==> src/rtl/seq_ir_fetch_if.sv <==
// Handshake bundle between the opcode-fetch stage and its surroundings.
// slave: seq_ir_fetch side; master: the driving core/bench side.
interface seq_ir_fetch_if;
  logic [7:0] DBUS;
  logic       M1_END;
  logic       OP_DONE;
  logic       INT_PENDING;
  logic       IME;
  logic       WAKE;
  logic [7:0] IR;
  logic       CB_MODE;
  logic       INT_SEQ;
  logic       HALTED;
  logic       STOPPED;
  logic       PC_INC;
  logic       IR_VALID;

  modport slave (
    input  DBUS, M1_END, OP_DONE, INT_PENDING, IME, WAKE,
    output IR, CB_MODE, INT_SEQ, HALTED, STOPPED, PC_INC, IR_VALID
  );

  modport master (
    output DBUS, M1_END, OP_DONE, INT_PENDING, IME, WAKE,
    input  IR, CB_MODE, INT_SEQ, HALTED, STOPPED, PC_INC, IR_VALID
  );
endinterface

==> src/rtl/seq_ir_fetch.sv <==
// Opcode fetch / instruction register stage with CB prefix, interrupt dispatch and HALT/STOP.
// Optional macro SEQ_IR_FETCH_HALT_BUG_EN: HALT with IME=0 and a pending interrupt skips the next PC increment.
module seq_ir_fetch #(
  parameter logic [7:0] INT_OPCODE = 8'h00,
  parameter logic [7:0] OP_HALT    = 8'h76,
  parameter logic [7:0] OP_STOP    = 8'h10,
  parameter logic [7:0] OP_CB      = 8'hCB
) (
  input  logic          CLK,
  input  logic          nRESET,
  seq_ir_fetch_if.slave bus
);

  typedef enum logic [2:0] {
    ST_RUN   = 3'd0,
    ST_CBPRE = 3'd1,
    ST_INTP  = 3'd2,
    ST_HALT  = 3'd3,
    ST_STOP  = 3'd4
  } state_t;

  state_t     state_r, state_nxt_s, mid_state_s;
  logic [7:0] ir_r, ir_nxt_s;
  logic       cb_mode_r, cb_mode_nxt_s;
  logic       int_seq_r, int_seq_nxt_s;
  logic       pc_inc_r, pc_inc_nxt_s;
  logic       ir_valid_r, ir_valid_nxt_s;
  logic       halted_r, stopped_r;
`ifdef SEQ_IR_FETCH_HALT_BUG_EN
  logic       halt_bug_r, halt_bug_nxt_s;
`endif

  // Next-state: retire decision first, then the fetch is handled under the resulting state.
  always_comb begin
    mid_state_s    = state_r;
    state_nxt_s    = state_r;
    ir_nxt_s       = ir_r;
    cb_mode_nxt_s  = cb_mode_r;
    int_seq_nxt_s  = int_seq_r;
    pc_inc_nxt_s   = 1'b0;
    ir_valid_nxt_s = 1'b0;
`ifdef SEQ_IR_FETCH_HALT_BUG_EN
    halt_bug_nxt_s = halt_bug_r;
`endif

    if (bus.OP_DONE && (state_r != ST_CBPRE)) begin
      cb_mode_nxt_s = 1'b0;
      int_seq_nxt_s = 1'b0;
      if (state_r == ST_RUN) begin
        if (bus.IME && bus.INT_PENDING) begin
          mid_state_s = ST_INTP;
        end else if ((ir_r == OP_HALT) && !cb_mode_r) begin
`ifdef SEQ_IR_FETCH_HALT_BUG_EN
          if (bus.INT_PENDING && !bus.IME) begin
            halt_bug_nxt_s = 1'b1;
          end else begin
            mid_state_s = ST_HALT;
          end
`else
          mid_state_s = (bus.INT_PENDING && !bus.IME) ? ST_RUN : ST_HALT;
`endif
        end else if ((ir_r == OP_STOP) && !cb_mode_r) begin
          mid_state_s = ST_STOP;
        end else begin
          mid_state_s = ST_RUN;
        end
      end else begin
        mid_state_s = state_r;
      end
    end else begin
      mid_state_s = state_r;
    end

    state_nxt_s = mid_state_s;
    case (mid_state_s)
      ST_RUN: begin
        if (bus.M1_END) begin
          ir_nxt_s       = bus.DBUS;
          cb_mode_nxt_s  = 1'b0;
          ir_valid_nxt_s = 1'b1;
`ifdef SEQ_IR_FETCH_HALT_BUG_EN
          pc_inc_nxt_s   = !halt_bug_nxt_s;
          halt_bug_nxt_s = 1'b0;
`else
          pc_inc_nxt_s   = 1'b1;
`endif
          state_nxt_s    = (bus.DBUS == OP_CB) ? ST_CBPRE : ST_RUN;
        end else begin
          state_nxt_s = ST_RUN;
        end
      end
      ST_CBPRE: begin
        if (bus.M1_END) begin
          ir_nxt_s       = bus.DBUS;
          cb_mode_nxt_s  = 1'b1;
          pc_inc_nxt_s   = 1'b1;
          ir_valid_nxt_s = 1'b1;
          state_nxt_s    = ST_RUN;
        end else begin
          state_nxt_s = ST_CBPRE;
        end
      end
      ST_INTP: begin
        if (bus.M1_END) begin
          ir_nxt_s       = INT_OPCODE;
          int_seq_nxt_s  = 1'b1;
          cb_mode_nxt_s  = 1'b0;
          ir_valid_nxt_s = 1'b1;
          state_nxt_s    = ST_RUN;
        end else begin
          state_nxt_s = ST_INTP;
        end
      end
      ST_HALT: begin
        // Wake only from a HALT already held; a HALT entered this cycle waits one cycle.
        if ((state_r == ST_HALT) && bus.INT_PENDING) begin
          state_nxt_s = bus.IME ? ST_INTP : ST_RUN;
        end else begin
          state_nxt_s = ST_HALT;
        end
      end
      ST_STOP: begin
        if ((state_r == ST_STOP) && bus.WAKE) begin
          state_nxt_s = ST_RUN;
        end else begin
          state_nxt_s = ST_STOP;
        end
      end
      default: begin
        state_nxt_s = ST_RUN;
      end
    endcase
  end

  // State and output registers with synchronous active-low reset.
  always_ff @(posedge CLK) begin
    if (!nRESET) begin
      state_r    <= ST_RUN;
      ir_r       <= 8'h00;
      cb_mode_r  <= 1'b0;
      int_seq_r  <= 1'b0;
      pc_inc_r   <= 1'b0;
      ir_valid_r <= 1'b0;
      halted_r   <= 1'b0;
      stopped_r  <= 1'b0;
`ifdef SEQ_IR_FETCH_HALT_BUG_EN
      halt_bug_r <= 1'b0;
`endif
    end else begin
      state_r    <= state_nxt_s;
      ir_r       <= ir_nxt_s;
      cb_mode_r  <= cb_mode_nxt_s;
      int_seq_r  <= int_seq_nxt_s;
      pc_inc_r   <= pc_inc_nxt_s;
      ir_valid_r <= ir_valid_nxt_s;
      halted_r   <= (state_nxt_s == ST_HALT);
      stopped_r  <= (state_nxt_s == ST_STOP);
`ifdef SEQ_IR_FETCH_HALT_BUG_EN
      halt_bug_r <= halt_bug_nxt_s;
`endif
    end
  end

  assign bus.IR       = ir_r;
  assign bus.CB_MODE  = cb_mode_r;
  assign bus.INT_SEQ  = int_seq_r;
  assign bus.HALTED   = halted_r;
  assign bus.STOPPED  = stopped_r;
  assign bus.PC_INC   = pc_inc_r;
  assign bus.IR_VALID = ir_valid_r;

endmodule
==> src/flat_wrapper.sv <==
// flat-port wrapper written by rule: the top's interface ports become plain ports
module seq_ir_fetch_flat 
#(
  parameter logic [7:0] INT_OPCODE = 8'h00,
  parameter logic [7:0] OP_HALT    = 8'h76,
  parameter logic [7:0] OP_STOP    = 8'h10,
  parameter logic [7:0] OP_CB      = 8'hCB
)
  (CLK, nRESET, bus_DBUS, bus_M1_END, bus_OP_DONE, bus_INT_PENDING, bus_IME, bus_WAKE, bus_IR, bus_CB_MODE, bus_INT_SEQ, bus_HALTED, bus_STOPPED, bus_PC_INC, bus_IR_VALID);
  seq_ir_fetch_if bus_i ();
  input  logic CLK;
  input  logic nRESET;
  input wire logic [$bits(bus_i.DBUS)-1:0] bus_DBUS;
  input wire logic [$bits(bus_i.M1_END)-1:0] bus_M1_END;
  input wire logic [$bits(bus_i.OP_DONE)-1:0] bus_OP_DONE;
  input wire logic [$bits(bus_i.INT_PENDING)-1:0] bus_INT_PENDING;
  input wire logic [$bits(bus_i.IME)-1:0] bus_IME;
  input wire logic [$bits(bus_i.WAKE)-1:0] bus_WAKE;
  output wire logic [$bits(bus_i.IR)-1:0] bus_IR;
  output wire logic [$bits(bus_i.CB_MODE)-1:0] bus_CB_MODE;
  output wire logic [$bits(bus_i.INT_SEQ)-1:0] bus_INT_SEQ;
  output wire logic [$bits(bus_i.HALTED)-1:0] bus_HALTED;
  output wire logic [$bits(bus_i.STOPPED)-1:0] bus_STOPPED;
  output wire logic [$bits(bus_i.PC_INC)-1:0] bus_PC_INC;
  output wire logic [$bits(bus_i.IR_VALID)-1:0] bus_IR_VALID;
  assign bus_i.DBUS = bus_DBUS;
  assign bus_i.M1_END = bus_M1_END;
  assign bus_i.OP_DONE = bus_OP_DONE;
  assign bus_i.INT_PENDING = bus_INT_PENDING;
  assign bus_i.IME = bus_IME;
  assign bus_i.WAKE = bus_WAKE;
  assign bus_IR = bus_i.IR;
  assign bus_CB_MODE = bus_i.CB_MODE;
  assign bus_INT_SEQ = bus_i.INT_SEQ;
  assign bus_HALTED = bus_i.HALTED;
  assign bus_STOPPED = bus_i.STOPPED;
  assign bus_PC_INC = bus_i.PC_INC;
  assign bus_IR_VALID = bus_i.IR_VALID;
  seq_ir_fetch #(.INT_OPCODE(INT_OPCODE), .OP_HALT(OP_HALT), .OP_STOP(OP_STOP), .OP_CB(OP_CB)) u_core (.CLK(CLK), .nRESET(nRESET), .bus(bus_i));
endmodule
==> config.mk <==
export PLATFORM = sky130hd
export DESIGN_NAME = seq_ir_fetch_flat
export DESIGN_NICKNAME = d
export VERILOG_FILES = /design/src/rtl/seq_ir_fetch_if.sv /design/src/rtl/seq_ir_fetch.sv /design/src/flat_wrapper.sv
export SDC_FILE = /design/constraint.sdc
export NUM_CORES = 1
export LEC_CHECK = 0
export CORE_MARGIN = 2
export CORE_UTILIZATION = 59
export CTS_CLUSTER_DIAMETER = 30
export CTS_CLUSTER_SIZE = 25
export DETAILED_ROUTE_END_ITERATION = 8
export DONT_BUFFER_PORTS = 1
export PLACE_DENSITY = 0.73
export SYNTH_ARGS = -nofsm -noshare
export SYNTH_HDL_FRONTEND = slang
export SYNTH_SLANG_ARGS = --single-unit
==> constraint.sdc <==
create_clock -name CLK -period 3.3 [get_ports CLK]
set_input_delay 0.165 -clock CLK [delete_from_list [all_inputs] [get_ports CLK]]
set_output_delay 0.165 -clock CLK [all_outputs]
set_load 0.02 [all_outputs]
-- Word-level counts from Yosys, hierarchy flattened
Cells that the tools add are included.
- eq/ne operators: 14
- mux-type cells: 25
- reduce and logical (&&, ||, !) cells: 18
- operators by type and width (cell ; number):
    3-bit 2-to-1 mux ; 8
    8-bit 2-to-1 mux ; 2
    8-bit case mux with 2 select lines ; 1
    3-bit case mux with 5 select lines ; 1
    3-bit by 2-bit == test with 1-bit output, second input constant ; 4
    3-bit == test, second input constant ; 3
    1-bit 2-to-1 mux ; 9
    8-bit by 5-bit == test with 1-bit output, second input constant ; 1
    8-bit by 7-bit == test with 1-bit output, second input constant ; 1
    8-bit == test, second input constant ; 1
    1-bit logical AND ; 7
    3-bit zero test ; 2
    2-bit 2-to-1 mux ; 3
    2-bit AND reduction ; 2
    2-bit OR reduction ; 2
    3-bit by 1-bit == test with 1-bit output, second input constant ; 1
    3-bit by 1-bit != test with 1-bit output, second input constant ; 1
    3-bit AND reduction ; 1
    3-bit OR reduction ; 1
    1-bit zero test ; 2
    2-bit by 1-bit != test with 1-bit output, second input constant ; 1
    2-bit != test, second input constant ; 1
    1-bit case mux with 2 select lines ; 1
    2-bit nonzero test ; 1
- register bits: 17
- bits of input ports: 15
- output and inout bits: 14
- logic and storage cells: 65

-- Longest topological paths before layout
- depth after elaboration: 11
- mapped depth: 6
- mapped depth without buffers: 4

-- Worst setup path after synthesis
No wires, ideal clock.
- path kind: register to register
- start point: reg u_core.ir_r[5], in the netlist u_core.bus.IR[5]
- end point: reg u_core.int_seq_r, in the netlist u_core.bus.INT_SEQ
- setup time: 0.070 ns
- arrival: 1.389 ns
- required time: 3.230 ns
- slack: 1.841 ns
- stages on the path, launching flop included: 5
- buffers on the path: 0
- clock period less this slack: 1.459 ns
- cells stage by stage: dfxtp_1 nor4_1 and4_4 or4b_1 a21oi_1
- word-level cells in the longest chain between the ends: 9
- elaborated cells between the ends (all ways): 11
- classes of those cells: 3 x eq/ne; 6 x mux; 2 x reduce/logical
- ends and longest elaborated chain (item ; line ; text):
    start: declaration ; seq_ir_fetch.sv:23 ; logic [7:0] ir_r, ir_nxt_s;
    start signal: assignment ; seq_ir_fetch.sv:151 ; ir_r <= ir_nxt_s;
    8-bit by 5-bit == test with 1-bit output ; seq_ir_fetch.sv:62 ; end else if ((ir_r == OP_STOP) && !cb_mode_r) begin
    1-bit logical AND ; seq_ir_fetch.sv:62 ;
    3-bit 2-to-1 mux ; seq_ir_fetch.sv:62 ;
    3-bit 2-to-1 mux * ; seq_ir_fetch.sv:52 ; end else if ((ir_r == OP_HALT) && !cb_mode_r) begin
    3-bit 2-to-1 mux * ; seq_ir_fetch.sv:50 ; if (bus.IME && bus.INT_PENDING) begin
    3-bit 2-to-1 mux * ; seq_ir_fetch.sv:49 ; if (state_r == ST_RUN) begin
    3-bit 2-to-1 mux * ; seq_ir_fetch.sv:46 ; if (bus.OP_DONE && (state_r != ST_CBPRE)) begin
    3-bit by 2-bit == test with 1-bit output * ; seq_ir_fetch.sv:75 ; case (mid_state_s)
    1-bit 2-to-1 mux * ; seq_ir_fetch.sv:75 ;
    end signal: assignment ; seq_ir_fetch.sv:153 ; int_seq_r <= int_seq_nxt_s;
    end: declaration ; seq_ir_fetch.sv:25 ; logic int_seq_r, int_seq_nxt_s;
Mark *: on every way between the ends. The rest lies on a longest branch, timed or not.
A chain may end at the register's enable or synchronous reset.

-- Worst setup path in the final report
- start point: reg u_core.ir_r[5], in the netlist u_core.bus.IR[5]
- end point: reg u_core.ir_r[0], in the netlist u_core.bus.IR[0]
- word-level cells in the longest chain between the ends: 11
- elaborated cells between the ends (all ways): 18
- classes of those cells: 6 x eq/ne; 6 x mux; 6 x reduce/logical
- ends and longest elaborated chain (item ; line):
    8-bit by 5-bit == test with 1-bit output ; seq_ir_fetch.sv:62
    1-bit logical AND ; seq_ir_fetch.sv:62
    3-bit 2-to-1 mux ; seq_ir_fetch.sv:62
    3-bit 2-to-1 mux * ; seq_ir_fetch.sv:52
    3-bit 2-to-1 mux * ; seq_ir_fetch.sv:50
    3-bit 2-to-1 mux * ; seq_ir_fetch.sv:49
    3-bit 2-to-1 mux * ; seq_ir_fetch.sv:46
    3-bit by 1-bit == test with 1-bit output or 3-bit zero test (tied branches) ; seq_ir_fetch.sv:75
    2-bit OR reduction (no source line) ; n/a
    2-bit by 1-bit != test with 1-bit output (no source line) or 2-bit nonzero test (tied branches) ; n/a
    3-bit AND reduction (no source line) ; n/a
Marks and branches as above.

==> run metrics <==
worst min path class input pin to register; die height 42.25 um; Worst Path Required 3.46 ns; Leakage Power 0.3640 nW; register clock-pin slew on the reported worst setup and hold paths 0.10 ns; total congestion overflow 0; Final Wtd Congestion 0.8280; initial antenna violation count 0; Least-Margin Pin Slew 0.4695 ns; routed metal-1 wirelength 806 um; ANT nets after route 0; cell mode on critical path sky130_fd_sc_hd__nand4_1; number of synthesized register bits 17; end point of the worst hold path u_core.bus.IR[7]; R2R cell count 4; library cell with the highest instance count after synthesis sky130_fd_sc_hd__inv_1; maximum number of buffers from clock root to sink 2; top layer used by detailed routing met3; final standard cell utilization of the core 67.73%; cell row count 13; slowest library cell on the worst path sky130_fd_sc_hd__nor4_1; clk sinks 17; wire length on met2 800 um; TritonCTS clock tree built; average routed wire per standard cell 15.98 um; Layout area overhead 4.638%; Clock Tree Root sky130_fd_sc_hd__clkbuf_4; Post-CTS Setup Bufs 0; Max rail drop VDD 0.2898 mV; synthesized cell area 863.3 um^2; share of the cycle needed by the critical path after routing 54.00%; synth unique cells 31; count of antenna diodes in the layout 0; startpoint types register; wire length of the first global-routing pass 2904 um; hold wc startpoint bus_DBUS[7]; starting density of the core 64.73%; max cap viols 0; sequential element share of the synthesized area 39.42%; latest clock arrival within the worst-skew pair 0.28 ns; Fmax 0.5611 GHz; top cells by count, synth 19 x sky130_fd_sc_hd__inv_1, 17 x sky130_fd_sc_hd__dfxtp_1, 8 x sky130_fd_sc_hd__o32ai_1; Total Routing Usage GR 20.89%; Final Max Tran Viols 0; CP cell instances nor4_1 -> nand4_1 -> nand4_1 -> o32ai_1; fin nets 110; detailed-routed wire length on met3 135 um; element type at the critical path end register; delay of the slowest cell on the worst path 0.50 ns; headroom to the max-slew limit 68.41%; Yosys warning total 0; maximum number of pins on one net before global-route repair 12; first drt pass iteration count 4; worst hold path stage count 2; Avg Cell Area, Syn 9.487 um^2; Die Span X 42.25 um; critical path fanouts, max 11; Yosys top cell area share 39.42%; die footprint 1785 um^2; placeable core region 1334 um^2; total DRC errors in the routed layout 0; count of flip-flops with a built-in enable after synthesis 0; Power per Cell Area 426.2 nW/um^2; Routed Wire Length 1742 um; fraction of layout instances using a drive strength above 1 12.77%; Data arrival, critical path 1.94 ns; DP Wirelength 1341 um; largest cells by area after synthesis sky130_fd_sc_hd__dfxtp_1 39%, sky130_fd_sc_hd__inv_1 8.3%, sky130_fd_sc_hd__o32ai_1 8.1%; beginning of the worst register-to-register path u_core.bus.IR[5]; time the worst path needs with I/O delays and setup 1.782 ns; Total Neg Setup Slack 0 ns; status completed; Critical Setup Path Class register to register; port bufs 0; number of endpoints failing setup at the final stage 0; worst setup skew after layout 0.0008644 ns; net count after synthesis 106; fraction of synthesis flops using an asynchronous set or reset pin 0%; prevailing post-synth register cell sky130_fd_sc_hd__dfxtp_1; reg-to-reg setup timing slack 1.52 ns; Via-to-Cell Ratio 6.661; Top Ports 29; gate count after technology mapping 91; setup repair after global routing missed its margin no; number of clock buffers inserted by TritonCTS 3; vias in the first global route 681; launching instance or port of the critical path u_core.bus.IR[5]; Fin. Hold Viols 0; RR Endpoint u_core.bus.IR[0]; DRC violation total after the first TritonRoute iteration 21; via count 726; count of H-tree levels built during CTS 1; cell accounting for the most synthesized area sky130_fd_sc_hd__dfxtp_1
## per-stage QoR
step	setup WS (ns)	hold WS, ns	cells	cell area [um^2]	power, mW
4_1_cts	1.532	0.02622	109	903.4	0.3877
5_1_grt	1.353	0.01131	109	903.4	0.4051
2_1_floorplan	1.841	0.2571	91	863.3	0.2713
3_5_place_dp	1.543	0.2633	104	865.8	0.2797
3_3_place_gp	1.605	0.2628	104	865.8	0.2786
6_report	1.518	0.02741	109	903.4	0.3850
## timing repair
item,4_1_cts,5_1_grt
hold buffers,1,0
resized for setup,0,0
endpoints found under the hold margin,2,0
## how the worst max path moves through the flow
stage | slack, ns | endpoint | cells past startpoint
floorplan | 1.84 | u_core.bus.INT_SEQ | 4
global placement | 1.61 | u_core.bus.IR[0] | 4
detailed placement | 1.54 | u_core.bus.IR[0] | 4
CTS | 1.53 | u_core.bus.IR[0] | 4
global route | 1.35 | u_core.bus.IR[0] | 4
finish | 1.52 | u_core.bus.IR[0] | 4
## critical path: cells and delay by family (launching register included)
kind	cells	cell delay (ns)
AO/OA/AOI/OAI	1	0.16
flip-flops	1	0.42
AND/OR/NAND/NOR	3	1.07
## power breakdown
| group | switching [mW] | internal (mW) | total [mW] |
|---|---|---|---|
| Sequential | 0.0208 | 0.214 | 0.235 |
| Clock | 0.0639 | 0.0449 | 0.109 |
| Combinational | 0.0238 | 0.0172 | 0.0410 |
## sequential cells by signal (all words and copies together), names as in the netlist
register / count
u_core.bus.CB_MODE: 1
u_core.bus.HALTED: 1
u_core.bus.INT_SEQ: 1
u_core.bus.IR: 8
u_core.bus.IR_VALID: 1
u_core.bus.PC_INC: 1
u_core.bus.STOPPED: 1
u_core.state_r: 3
## layout make-up
type	count	area [um^2]
Multi-Input combinational cell	53	435.4
Fill cell	119	430.4
Sequential cell	17	340.3
Inverter	19	71.32
Clock buffer	3	22.52
Tap cell	15	18.77
Timing Repair Buffer	1	10.01
Clock inverter	1	5.005
## logic make-up (layout without fill, tap and decap cells)
family | Yosys count | count (layout) | synth area share (%)
buffers and inverters | 21 | 24 | 10.14
AO/OA/AOI/OAI | 19 | 19 | 19.86
flip-flops | 17 | 17 | 39.42
AND/OR/NAND/NOR | 34 | 34 | 30.58
## layer usage
metal | up-vias | track usage, %
met5 | - | 0
met1 | 338 | 27.08
met3 | 0 | 7.328
met2 | 36 | 33.85
met4 | 0 | 3.750
li1 | 352 | -
## placed cells by master, fill, tap and decap left out, types with 2 or more instances in the layout
cell,count
sky130_fd_sc_hd__dfxtp_1,17
sky130_fd_sc_hd__and4b_1,2
sky130_fd_sc_hd__nor4b_4,2
sky130_fd_sc_hd__a2111oi_2,2
sky130_fd_sc_hd__nand2_1,7
sky130_fd_sc_hd__inv_1,19
sky130_fd_sc_hd__nand4_1,3
sky130_fd_sc_hd__a21oi_1,2
sky130_fd_sc_hd__a41o_1,2
sky130_fd_sc_hd__o32ai_1,8
sky130_fd_sc_hd__nor4_1,5
sky130_fd_sc_hd__nor2_1,3
sky130_fd_sc_hd__clkbuf_4,3
No activity file was read; power rests on OpenSTA's default activity.
